==> src/rtl/multicycle_control_sequencer_pkg.sv <==
// Shared types for the multicycle control sequencer: control-line enums, decode bundle,
// halt causes, FSM state encoding and the halt-priority resolver.
package multicycle_control_sequencer_pkg;

    localparam logic [6:0] OPC_LUI    = 7'b0110111;
    localparam logic [6:0] OPC_AUIPC  = 7'b0010111;
    localparam logic [6:0] OPC_JAL    = 7'b1101111;
    localparam logic [6:0] OPC_JALR   = 7'b1100111;
    localparam logic [6:0] OPC_BRANCH = 7'b1100011;
    localparam logic [6:0] OPC_LOAD   = 7'b0000011;
    localparam logic [6:0] OPC_STORE  = 7'b0100011;
    localparam logic [6:0] OPC_OPIMM  = 7'b0010011;
    localparam logic [6:0] OPC_OP     = 7'b0110011;
    localparam logic [6:0] OPC_FENCE  = 7'b0001111;
    localparam logic [6:0] OPC_SYSTEM = 7'b1110011;

    typedef enum logic [1:0] {
        MM_NOP, MM_LOAD, MM_STORE_PRELOAD, MM_STORE
    } MemoryMode_t;

    typedef enum logic [4:0] {
        RD_NONE        = 5'b00000,
        RD_ALU         = 5'b00001,
        RD_IMMEDIATE   = 5'b00010,
        RD_PC_PLUS_4   = 5'b00100,
        RD_PC_PLUS_IMM = 5'b01000,
        RD_MEMORY      = 5'b10000
    } RDSourceSelectLines_t;

    typedef enum logic {
        IAS_CURRENT_PC, IAS_NEXT_PC
    } InstructionAddressSource_t;

    typedef enum logic [2:0] {
        IMM_NONE, IMM_I, IMM_S, IMM_B, IMM_U, IMM_J
    } ImmediateFormerMode_t;

    typedef enum logic [1:0] {
        BR_NONE, BR_COND, BR_JAL, BR_JALR
    } BranchALUMode_t;

    typedef enum logic [3:0] {
        HC_NONE, HC_BAD_OPCODE, HC_PC_MISALIGNED, HC_BRANCH_FUNCT3, HC_MEM_FUNCT3,
        HC_MEM_MISALIGNED, HC_ECALL, HC_EBREAK, HC_MEM_TIMEOUT, HC_BAD_STATE
    } HaltCause_t;

    typedef enum logic [4:0] {
        ST_INITIAL_FETCH = 5'b00001,
        ST_FETCH_EXECUTE = 5'b00010,
        ST_MEM_PRELOAD   = 5'b00100,
        ST_MEM_ACCESS    = 5'b01000,
        ST_HALT          = 5'b10000
    } ControlState_t;

    // CLS_BAD is the zero encoding so a cleared decode bundle means "illegal".
    typedef enum logic [2:0] {
        CLS_BAD, CLS_SIMPLE, CLS_LOAD, CLS_STORE, CLS_SYSTEM
    } InstrClass_t;

    typedef struct packed {
        InstrClass_t          cls;
        logic                 rdWriteEnable;
        logic                 opImm;
        RDSourceSelectLines_t rdSrc;
        ImmediateFormerMode_t immMode;
        BranchALUMode_t       branchMode;
        logic                 isSubwordStore;
    } decode_t;

    function automatic HaltCause_t halt_priority(
        input logic bad_op, input logic pc_mis, input logic br_f3, input logic mem_f3,
        input logic mem_mis, input logic sys, input logic ebreak, input logic tmo
    );
        HaltCause_t hc;
        hc = HC_NONE;
        if (bad_op)       hc = HC_BAD_OPCODE;
        else if (pc_mis)  hc = HC_PC_MISALIGNED;
        else if (br_f3)   hc = HC_BRANCH_FUNCT3;
        else if (mem_f3)  hc = HC_MEM_FUNCT3;
        else if (mem_mis) hc = HC_MEM_MISALIGNED;
        else if (sys)     hc = ebreak ? HC_EBREAK : HC_ECALL;
        else if (tmo)     hc = HC_MEM_TIMEOUT;
        return hc;
    endfunction

endpackage

==> src/rtl/multicycle_control_sequencer_if.sv <==
// Bundle between the sequencer (master) and the instruction register / datapath (slave).
interface multicycle_control_sequencer_if #(
    parameter int RETIRE_WIDTH = 32
);
    import multicycle_control_sequencer_pkg::*;

    logic [6:0]                opcode;
    logic [2:0]                funct3;
    logic                      systemImm0;
    logic                      memReady;
    logic                      resume;
    logic                      branchALUBadFunct3;
    logic                      programCounterMisaligned;
    logic                      memoryUnalignedAccess;
    logic                      memoryBadFunct3;

    logic                      memRequest;
    logic                      rdWriteEnable;
    logic                      programCounterWriteEnable;
    logic                      opImm;
    MemoryMode_t               memoryMode;
    RDSourceSelectLines_t      rdSourceSelectLines;
    InstructionAddressSource_t instructionAddressSource;
    ImmediateFormerMode_t      immediateFormerMode;
    BranchALUMode_t            branchALUMode;
    logic                      halted;
    HaltCause_t                haltCause;
    logic [RETIRE_WIDTH-1:0]   retiredCount;

    modport master (
        input  opcode, funct3, systemImm0, memReady, resume,
               branchALUBadFunct3, programCounterMisaligned, memoryUnalignedAccess, memoryBadFunct3,
        output memRequest, rdWriteEnable, programCounterWriteEnable, opImm, memoryMode,
               rdSourceSelectLines, instructionAddressSource, immediateFormerMode, branchALUMode,
               halted, haltCause, retiredCount
    );

    modport slave (
        output opcode, funct3, systemImm0, memReady, resume,
               branchALUBadFunct3, programCounterMisaligned, memoryUnalignedAccess, memoryBadFunct3,
        input  memRequest, rdWriteEnable, programCounterWriteEnable, opImm, memoryMode,
               rdSourceSelectLines, instructionAddressSource, immediateFormerMode, branchALUMode,
               halted, haltCause, retiredCount
    );

endinterface

==> src/rtl/multicycle_control_sequencer_instruction_class_decoder.sv <==
// Combinational opcode/funct3 decode into instruction class and single-cycle control lines.
module multicycle_control_sequencer_instruction_class_decoder
    import multicycle_control_sequencer_pkg::*;
(
    input  logic [6:0] opcode_i,
    input  logic [2:0] funct3_i,
    output decode_t    dec_o
);

    always_comb begin
        dec_o = '0;
        case (opcode_i)
            OPC_LUI: begin
                dec_o.cls = CLS_SIMPLE; dec_o.rdWriteEnable = 1'b1;
                dec_o.rdSrc = RD_IMMEDIATE; dec_o.immMode = IMM_U;
            end
            OPC_AUIPC: begin
                dec_o.cls = CLS_SIMPLE; dec_o.rdWriteEnable = 1'b1;
                dec_o.rdSrc = RD_PC_PLUS_IMM; dec_o.immMode = IMM_U;
            end
            OPC_JAL: begin
                dec_o.cls = CLS_SIMPLE; dec_o.rdWriteEnable = 1'b1;
                dec_o.rdSrc = RD_PC_PLUS_4; dec_o.immMode = IMM_J; dec_o.branchMode = BR_JAL;
            end
            OPC_JALR: begin
                dec_o.cls = CLS_SIMPLE; dec_o.rdWriteEnable = 1'b1;
                dec_o.rdSrc = RD_PC_PLUS_4; dec_o.immMode = IMM_I; dec_o.branchMode = BR_JALR;
            end
            OPC_BRANCH: begin
                dec_o.cls = CLS_SIMPLE; dec_o.immMode = IMM_B; dec_o.branchMode = BR_COND;
            end
            OPC_OPIMM: begin
                dec_o.cls = CLS_SIMPLE; dec_o.rdWriteEnable = 1'b1;
                dec_o.rdSrc = RD_ALU; dec_o.immMode = IMM_I; dec_o.opImm = 1'b1;
            end
            OPC_OP: begin
                dec_o.cls = CLS_SIMPLE; dec_o.rdWriteEnable = 1'b1; dec_o.rdSrc = RD_ALU;
            end
            OPC_FENCE: dec_o.cls = CLS_SIMPLE;
            OPC_LOAD: begin
                dec_o.cls = CLS_LOAD; dec_o.immMode = IMM_I;
            end
            OPC_STORE: begin
                dec_o.cls = CLS_STORE; dec_o.immMode = IMM_S;
                dec_o.isSubwordStore = (funct3_i[1:0] != 2'b10);
            end
            // Only ecall/ebreak are supported; CSR forms are treated as illegal.
            OPC_SYSTEM: dec_o.cls = (funct3_i == 3'b000) ? CLS_SYSTEM : CLS_BAD;
            default: dec_o.cls = CLS_BAD;
        endcase
    end

endmodule

==> src/rtl/multicycle_control_sequencer.sv <==
// Multicycle control FSM: fetch/execute, memory handshake with optional RMW preload and timeout,
// latched halt cause with ebreak debug resume, and a retired-instruction counter.
module multicycle_control_sequencer
    import multicycle_control_sequencer_pkg::*;
#(
    parameter int TIMEOUT_CYCLES = 16,
    parameter bit RMW_STORES     = 1'b1,
    parameter int RETIRE_WIDTH   = 32
) (
    input logic                          clock,
    input logic                          reset,
    multicycle_control_sequencer_if.master bus
);

    localparam int TW   = (TIMEOUT_CYCLES > 1) ? $clog2(TIMEOUT_CYCLES) : 1;
    localparam int TLIM = (TIMEOUT_CYCLES > 0) ? TIMEOUT_CYCLES - 1 : 0;

    decode_t                   dec;
    ControlState_t             state_q, state_d;
    HaltCause_t                cause_q, cause_d, cause_now;
    logic [TW-1:0]             tmo_q, tmo_d;
    logic [RETIRE_WIDTH-1:0]   retired_q, retired_d;
    logic                      retire, in_mem, tmo_hit, preload, is_mem;
    MemoryMode_t               access_mode;

    logic                      mem_req, rd_we, pc_we, op_imm;
    MemoryMode_t               mem_mode;
    RDSourceSelectLines_t      rd_src;
    InstructionAddressSource_t ias;
    ImmediateFormerMode_t      imm_mode;
    BranchALUMode_t            br_mode;

    multicycle_control_sequencer_instruction_class_decoder u_dec (
        .opcode_i (bus.opcode),
        .funct3_i (bus.funct3),
        .dec_o    (dec)
    );

    assign in_mem      = (state_q == ST_MEM_PRELOAD) || (state_q == ST_MEM_ACCESS);
    assign is_mem      = (dec.cls == CLS_LOAD) || (dec.cls == CLS_STORE);
    assign preload     = (dec.cls == CLS_STORE) && dec.isSubwordStore && RMW_STORES;
    assign access_mode = (dec.cls == CLS_LOAD) ? MM_LOAD : MM_STORE;
    // memReady in the expiry cycle beats the timeout.
    assign tmo_hit     = (TIMEOUT_CYCLES != 0) && in_mem && !bus.memReady && (tmo_q == TW'(TLIM));

    assign cause_now = halt_priority(dec.cls == CLS_BAD, bus.programCounterMisaligned,
                                     bus.branchALUBadFunct3, bus.memoryBadFunct3,
                                     bus.memoryUnalignedAccess, dec.cls == CLS_SYSTEM,
                                     bus.systemImm0, tmo_hit);

    always_comb begin
        state_d  = state_q;
        cause_d  = cause_q;
        retire   = 1'b0;
        mem_req  = 1'b0;
        mem_mode = MM_NOP;
        rd_we    = 1'b0;
        pc_we    = 1'b0;
        op_imm   = 1'b0;
        rd_src   = RD_NONE;
        ias      = IAS_CURRENT_PC;
        imm_mode = IMM_NONE;
        br_mode  = BR_NONE;
        case (state_q)
            ST_INITIAL_FETCH: state_d = ST_FETCH_EXECUTE;
            ST_FETCH_EXECUTE: begin
                imm_mode = dec.immMode;
                br_mode  = dec.branchMode;
                op_imm   = dec.opImm;
                if (is_mem) begin
                    mem_req  = 1'b1;
                    mem_mode = preload ? MM_STORE_PRELOAD : access_mode;
                    state_d  = preload ? ST_MEM_PRELOAD : ST_MEM_ACCESS;
                end else begin
                    rd_we  = dec.rdWriteEnable;
                    rd_src = dec.rdSrc;
                    pc_we  = 1'b1;
                    ias    = IAS_NEXT_PC;
                    retire = 1'b1;
                end
            end
            ST_MEM_PRELOAD: begin
                imm_mode = dec.immMode;
                mem_req  = 1'b1;
                mem_mode = MM_STORE_PRELOAD;
                if (bus.memReady) state_d = ST_MEM_ACCESS;
            end
            ST_MEM_ACCESS: begin
                imm_mode = dec.immMode;
                mem_req  = 1'b1;
                mem_mode = access_mode;
                if (bus.memReady) begin
                    if (dec.cls == CLS_LOAD) begin
                        rd_we  = 1'b1;
                        rd_src = RD_MEMORY;
                    end
                    pc_we   = 1'b1;
                    ias     = IAS_NEXT_PC;
                    retire  = 1'b1;
                    state_d = ST_FETCH_EXECUTE;
                end
            end
            ST_HALT: begin
                if (cause_q == HC_EBREAK && bus.resume) begin
                    pc_we   = 1'b1;
                    ias     = IAS_NEXT_PC;
                    retire  = 1'b1;
                    cause_d = HC_NONE;
                    state_d = ST_FETCH_EXECUTE;
                end
            end
            default: begin
                state_d = ST_HALT;
                cause_d = HC_BAD_STATE;
            end
        endcase
        // A halting cycle never writes or retires.
        if ((state_q == ST_FETCH_EXECUTE || in_mem) && cause_now != HC_NONE) begin
            rd_we   = 1'b0;
            pc_we   = 1'b0;
            retire  = 1'b0;
            state_d = ST_HALT;
            cause_d = cause_now;
        end
    end

    assign tmo_d     = (in_mem && state_d == state_q) ? tmo_q + TW'(1) : '0;
    assign retired_d = retire ? retired_q + RETIRE_WIDTH'(1) : retired_q;

    always_ff @(posedge clock or negedge reset) begin
        if (!reset) begin
            state_q   <= ST_INITIAL_FETCH;
            cause_q   <= HC_NONE;
            tmo_q     <= '0;
            retired_q <= '0;
        end else begin
            state_q   <= state_d;
            cause_q   <= cause_d;
            tmo_q     <= tmo_d;
            retired_q <= retired_d;
        end
    end

    assign bus.memRequest                = mem_req;
    assign bus.rdWriteEnable             = rd_we;
    assign bus.programCounterWriteEnable = pc_we;
    assign bus.opImm                     = op_imm;
    assign bus.memoryMode                = mem_mode;
    assign bus.rdSourceSelectLines       = rd_src;
    assign bus.instructionAddressSource  = ias;
    assign bus.immediateFormerMode       = imm_mode;
    assign bus.branchALUMode             = br_mode;
    assign bus.halted                    = (state_q == ST_HALT);
    assign bus.haltCause                 = cause_q;
    assign bus.retiredCount              = retired_q;

endmodule

==> src/flat_wrapper.sv <==
// flat-port wrapper written by rule: the top's interface ports become plain ports
module multicycle_control_sequencer_flat import multicycle_control_sequencer_pkg::*;
#(
    parameter int TIMEOUT_CYCLES = 16,
    parameter bit RMW_STORES     = 1'b1,
    parameter int RETIRE_WIDTH   = 32
)
  (clock, reset, bus_opcode, bus_funct3, bus_systemImm0, bus_memReady, bus_resume, bus_branchALUBadFunct3, bus_programCounterMisaligned, bus_memoryUnalignedAccess, bus_memoryBadFunct3, bus_memRequest, bus_rdWriteEnable, bus_programCounterWriteEnable, bus_opImm, bus_memoryMode, bus_rdSourceSelectLines, bus_instructionAddressSource, bus_immediateFormerMode, bus_branchALUMode, bus_halted, bus_haltCause, bus_retiredCount);
  multicycle_control_sequencer_if #(.RETIRE_WIDTH(RETIRE_WIDTH)) bus_i ();
  input logic clock;
  input logic reset;
  input wire logic [$bits(bus_i.opcode)-1:0] bus_opcode;
  input wire logic [$bits(bus_i.funct3)-1:0] bus_funct3;
  input wire logic [$bits(bus_i.systemImm0)-1:0] bus_systemImm0;
  input wire logic [$bits(bus_i.memReady)-1:0] bus_memReady;
  input wire logic [$bits(bus_i.resume)-1:0] bus_resume;
  input wire logic [$bits(bus_i.branchALUBadFunct3)-1:0] bus_branchALUBadFunct3;
  input wire logic [$bits(bus_i.programCounterMisaligned)-1:0] bus_programCounterMisaligned;
  input wire logic [$bits(bus_i.memoryUnalignedAccess)-1:0] bus_memoryUnalignedAccess;
  input wire logic [$bits(bus_i.memoryBadFunct3)-1:0] bus_memoryBadFunct3;
  output wire logic [$bits(bus_i.memRequest)-1:0] bus_memRequest;
  output wire logic [$bits(bus_i.rdWriteEnable)-1:0] bus_rdWriteEnable;
  output wire logic [$bits(bus_i.programCounterWriteEnable)-1:0] bus_programCounterWriteEnable;
  output wire logic [$bits(bus_i.opImm)-1:0] bus_opImm;
  output wire logic [$bits(bus_i.memoryMode)-1:0] bus_memoryMode;
  output wire logic [$bits(bus_i.rdSourceSelectLines)-1:0] bus_rdSourceSelectLines;
  output wire logic [$bits(bus_i.instructionAddressSource)-1:0] bus_instructionAddressSource;
  output wire logic [$bits(bus_i.immediateFormerMode)-1:0] bus_immediateFormerMode;
  output wire logic [$bits(bus_i.branchALUMode)-1:0] bus_branchALUMode;
  output wire logic [$bits(bus_i.halted)-1:0] bus_halted;
  output wire logic [$bits(bus_i.haltCause)-1:0] bus_haltCause;
  output wire logic [$bits(bus_i.retiredCount)-1:0] bus_retiredCount;
  assign bus_i.opcode = bus_opcode;
  assign bus_i.funct3 = bus_funct3;
  assign bus_i.systemImm0 = bus_systemImm0;
  assign bus_i.memReady = bus_memReady;
  assign bus_i.resume = bus_resume;
  assign bus_i.branchALUBadFunct3 = bus_branchALUBadFunct3;
  assign bus_i.programCounterMisaligned = bus_programCounterMisaligned;
  assign bus_i.memoryUnalignedAccess = bus_memoryUnalignedAccess;
  assign bus_i.memoryBadFunct3 = bus_memoryBadFunct3;
  assign bus_memRequest = bus_i.memRequest;
  assign bus_rdWriteEnable = bus_i.rdWriteEnable;
  assign bus_programCounterWriteEnable = bus_i.programCounterWriteEnable;
  assign bus_opImm = bus_i.opImm;
  assign bus_memoryMode = bus_i.memoryMode;
  assign bus_rdSourceSelectLines = bus_i.rdSourceSelectLines;
  assign bus_instructionAddressSource = bus_i.instructionAddressSource;
  assign bus_immediateFormerMode = bus_i.immediateFormerMode;
  assign bus_branchALUMode = bus_i.branchALUMode;
  assign bus_halted = bus_i.halted;
  assign bus_haltCause = bus_i.haltCause;
  assign bus_retiredCount = bus_i.retiredCount;
  multicycle_control_sequencer #(.TIMEOUT_CYCLES(TIMEOUT_CYCLES), .RMW_STORES(RMW_STORES), .RETIRE_WIDTH(RETIRE_WIDTH)) u_core (.clock(clock), .reset(reset), .bus(bus_i));
endmodule
==> config.mk <==
export PLATFORM = sky130hd
export DESIGN_NAME = multicycle_control_sequencer_flat
export DESIGN_NICKNAME = d
export VERILOG_FILES = /design/src/rtl/multicycle_control_sequencer_pkg.sv /design/src/rtl/multicycle_control_sequencer_if.sv /design/src/rtl/multicycle_control_sequencer_instruction_class_decoder.sv /design/src/rtl/multicycle_control_sequencer.sv /design/src/flat_wrapper.sv
export SDC_FILE = /design/constraint.sdc
export NUM_CORES = 1
export LEC_CHECK = 0
export BUFFER_PORTS_ARGS = -buffer_cell sky130_fd_sc_hd__buf_2
export CORE_AREA = 4 4 107 58
export DETAILED_ROUTE_END_ITERATION = 6
export DIE_AREA = 0 0 111 62
export HOLD_SLACK_MARGIN = 0.12
export PLACE_DENSITY = 0.79
export SLEW_MARGIN = 20
export SYNTH_ARGS = -nofsm -noshare
export SYNTH_HDL_FRONTEND = slang
export SYNTH_HIERARCHICAL = 1
export SYNTH_SLANG_ARGS = --single-unit
==> constraint.sdc <==
create_clock -name clock -period 2.8 [get_ports clock]
set_input_delay 0.14 -clock clock [delete_from_list [all_inputs] [get_ports clock]]
set_output_delay 0.14 -clock clock [all_outputs]
set_load 0.02 [all_outputs]
==> summary.txt <==
Clock network
  • Root Buffer: clkbuf_8
  • CTS tree: done
  • CTS sink count: 45
  • Clock Latency Late Sink: 0.29 ns
  • Post-CTS Setup Repair Bufs: 0
  • Clock tree buffer depth: 2
  • CTS clock-pin slew for the worst setup and hold paths: 0.08 ns
  • CTS buffer count: 5
  • CTS HTree Levels: 2

Power and ir drop
  • Switching share of power: 0.338
  • Combinational power share: 0.255
  • Int Pwr: 1.08 mW
  • Pwr per Cell Area: 486 nW/um2
  • Peak VDD IR: 274 uV
  • Sequential fraction of design power: 0.479
  • Leakage: 1.68 nW
  • Design Power: 1.62 mW
  • Clock network power share: 0.266
  • Psw: 548 uW

Floorplan
  • Top-level port count: 73
  • Core Region: 5300 um2
  • Die height: 62 um
  • Die X: 111 um
  • Row cnt: 19
  • Full die area: 6880 um2
  • Initial core utilization: 0.516

Global routing
  • Global-route wire length before repair: 11.4 mm
  • GRT overflow: 0
  • Initial antenna violation count: 0
  • Largest net degree at the start of global routing: 46
  • GRT Total Usage: 0.209
  • Vias in the first global route: 2286

Yosys
  • Largest family of logic cells by synthesized area: simple AND/OR/NAND/NOR gates
  • Syn nets: 315
  • Simple-gate area share of the yosys netlist: 0.320
  • Yosys reg bits: 45
  • Post-synth ARST share: 1.00
  • Synth Area in Adders: 0.00915
  • Gate count of the mapped netlist: 294
  • Synth cell count leaders: dfrtp_1 (44), nand2_1 (30), nor2_1 (25)
  • Mean post-synth cell area: 9.30 um2
  • Syn Std Cell Area: 2730 um2
  • Sequential share of the synthesized area: 0.412
  • Leading area contributor after synthesis: dfrtp_1
  • Multiplexer share of the synthesized area: 0.0119
  • Compound-cell area share of the yosys netlist: 0.0961
  • Dominant synthesized flop cell: dfrtp_1
  • Count leader, synth: dfrtp_1
  • EDFF count, synth: 0
  • Yosys warns: 6
  • Distinct cells, synth: 60
  • Top cell type's share of synthesized area: 0.403
  • Top cells by area, synth: dfrtp_1 (40%), xnor2_1 (7.0%), nand2_1 (4.1%), xor2_1 (3.5%), nor2_1 (3.4%)
  • Synth Area in XOR/XNOR: 0.112

Worst setup path
  • Critical-path cell list: buf_2 -> nand2_2 -> or3_1 -> nor3_1 -> nor2_1 -> or4_4 -> nand2_1 -> buf_4 -> nand3_1 -> inv_1 -> buf_2
  • CP Capture Point: bus_programCounterWriteEnable
  • Crit-path most repeated cell: buf_2
  • Critical path's slowest cell: or4_4
  • CP delay by family, top: simple AND/OR/NAND/NOR gates
  • Worst path arrival time: 2.49 ns
  • CP required: 2.66 ns
  • R2R setup slack: 0.46 ns
  • Setup CP Type: primary input to output pin
  • Worst path max stage delay: 0.53 ns
  • CP Launch Type: primary input
  • Worst-path fanout max: 11
  • CP Buf/Inv Count: 4
  • Crit path from: bus_opcode[1]
  • WP depth: 11
  • Reg2reg path depth: 6
  • CP endpoint kind: output pin
  • FF-to-FF Start: u_core/state_q[3]
  • FF-to-FF End: u_core/bus.retiredCount[23]

Timing
  • Unrepaired setup endpoints after global routing: false
  • Fmax: 0.380 GHz
  • Post-layout min period: 2.63 ns
  • Hold Fails Final Rpt: 0
  • Final Setup Violations: 0
  • Crit share post-route: 0.940
  • Post-route worst setup slack: 0.169 ns
  • Worst Tran Pin Value: 0.620 ns
  • Hold_ws: 0.212 ns
  • Setup Skew: 0.00743 ns
  • Setup TNS: 0 ns
  • Slew headroom: 0.582
  • Final Slew Violations: 0

Detailed routing
  • Initial DRC count: 269
  • Met2 Routed Length: 2.87 mm
  • Met3 Routed Length: 697 um
  • Max layer used: met4
  • DRC: 0
  • Pre-antenna DRT Iters: 5
  • Via-per-instance ratio: 5.63
  • Met1 Wirelength: 3.48 mm
  • Total detailed-routing wirelength: 7.09 mm
  • DR WL/cell: 15.8 um
  • Via total after detailed routing: 2532
  • Final ANT Viol Nets: 0

Place
  • Placed wire-length estimate: 5.69 mm
  • Setup WS pre-CTS: 0.00321 ns
  • Placed Area: 3220 um2
  • Final GP Congestion: 0.964
  • PortBufs: 72

Final layout
  • Area growth syn-to-layout: 22.1%
  • Share of layout cells above drive strength 1: 0.316
  • Inserted Diodes: 0
  • Design Area, Final: 3340 um2
  • Final #Nets: 397

Job
  • Max_cap viols: 0

Run status
  • Status: finished clean

Worst hold path
  • Hold Path Class: primary input to flip-flop
  • Hold depth: 3
[power by group through the flow]
stage	clock network (mW)	logic [mW]	registers, mW
finish	0.431	0.414	0.778
global route	0.472	0.450	0.793
CTS	0.449	0.405	0.775
detailed placement	0	0.402	0.788
global placement	0	0.391	0.782
floorplan	0	0.237	0.793
[routing by layer]
metal	up-vias	global-route usage
met3	6	0.0513
met5	-	0
li1	1194	-
met1	1206	0.323
met2	126	0.299
met4	0	0.0368
[how the worst min path moves through the flow]
stage | endpoint | startpoint | slack (ns)
global placement | u_core/bus.retiredCount[3] | reset | 0.35
floorplan | u_core/bus.haltCause[0] | reset | -0.16
global route | u_core/state_q[2] | bus_memReady | 0.20
CTS | u_core/state_q[2] | bus_memReady | 0.19
detailed placement | u_core/bus.retiredCount[3] | reset | 0.35
finish | u_core/state_q[2] | bus_memReady | 0.21
[cell type report]
class	count	area [um2]
repair buffers	86	470
multi-input cells	229	1510
well taps	73	91.3
clock buffers	7	96.3
fillers	437	1960
flip-flops and latches	45	1130
clock inverters	1	5.00
inverters	9	33.8
[per-stage QoR]
stage | utilization | std cells
CTS | 0.628 | 450
floorplan | - | 294
global placement | 0.607 | 441
finish | 0.630 | 450
global route | 0.630 | 450
detailed placement | 0.607 | 441
[cell usage in the layout, fill, tap and decap left out, drive strengths merged, types with 2 or more instances in the layout]
cell and n:
and2b 2, nor3 12, xnor2 23, conb 2, nor2b 2, o21a 2
clkbuf 7, nand4b 2, nor2 25, buf 85, ha 2, dfrtp 44
and4 9, xor2 11, nand2 31, and2 12, or3 2, inv 9
or3b 2, nand2b 3, mux2 2, nor4 3, nand3 15, o21ai 12
or4 2, or2 3, nand4 13, a32o 2, and3 9, a21oi 9
[logic make-up (layout without fill, tap and decap cells)]
group                      count (synthesis)  after routing
AOI/OAI and AO/OA                         36             36
xor gates and xnor gates                  34             34
muxes                                      3              3
buffers and inverters                     20            103
other                                      2              2
and+or+nand+nor                          152            152
adders and majority gates                  2              2
DFF                                       45             45
[what timing repair did]
item / 4_1_cts / 5_1_grt
endpoints found under the hold margin: 44 / 0
hold buffers: 1 / 0
gates resized for setup: 0 / 1
setup endpoints to repair: 0 / 4
[state kept, by name, summed over array words and instances, names as in the netlist]
| signal | cells |
|---|---|
| u_core/bus.retiredCount | 32 |
| u_core/state_q | 5 |
| u_core/bus.haltCause | 4 |
| u_core/tmo_q | 4 |
[worst reg2reg max path, stage by stage, from the launching register on]
cell and delay (ns):
dfrtp_1 0.50, nor3_1 0.47, nand4_1 0.23, nand3b_2 0.20
nand4_2 0.13, or4_4 0.55, xnor2_2 0.14
Note: power is estimated with default switching activity, not from simulation.
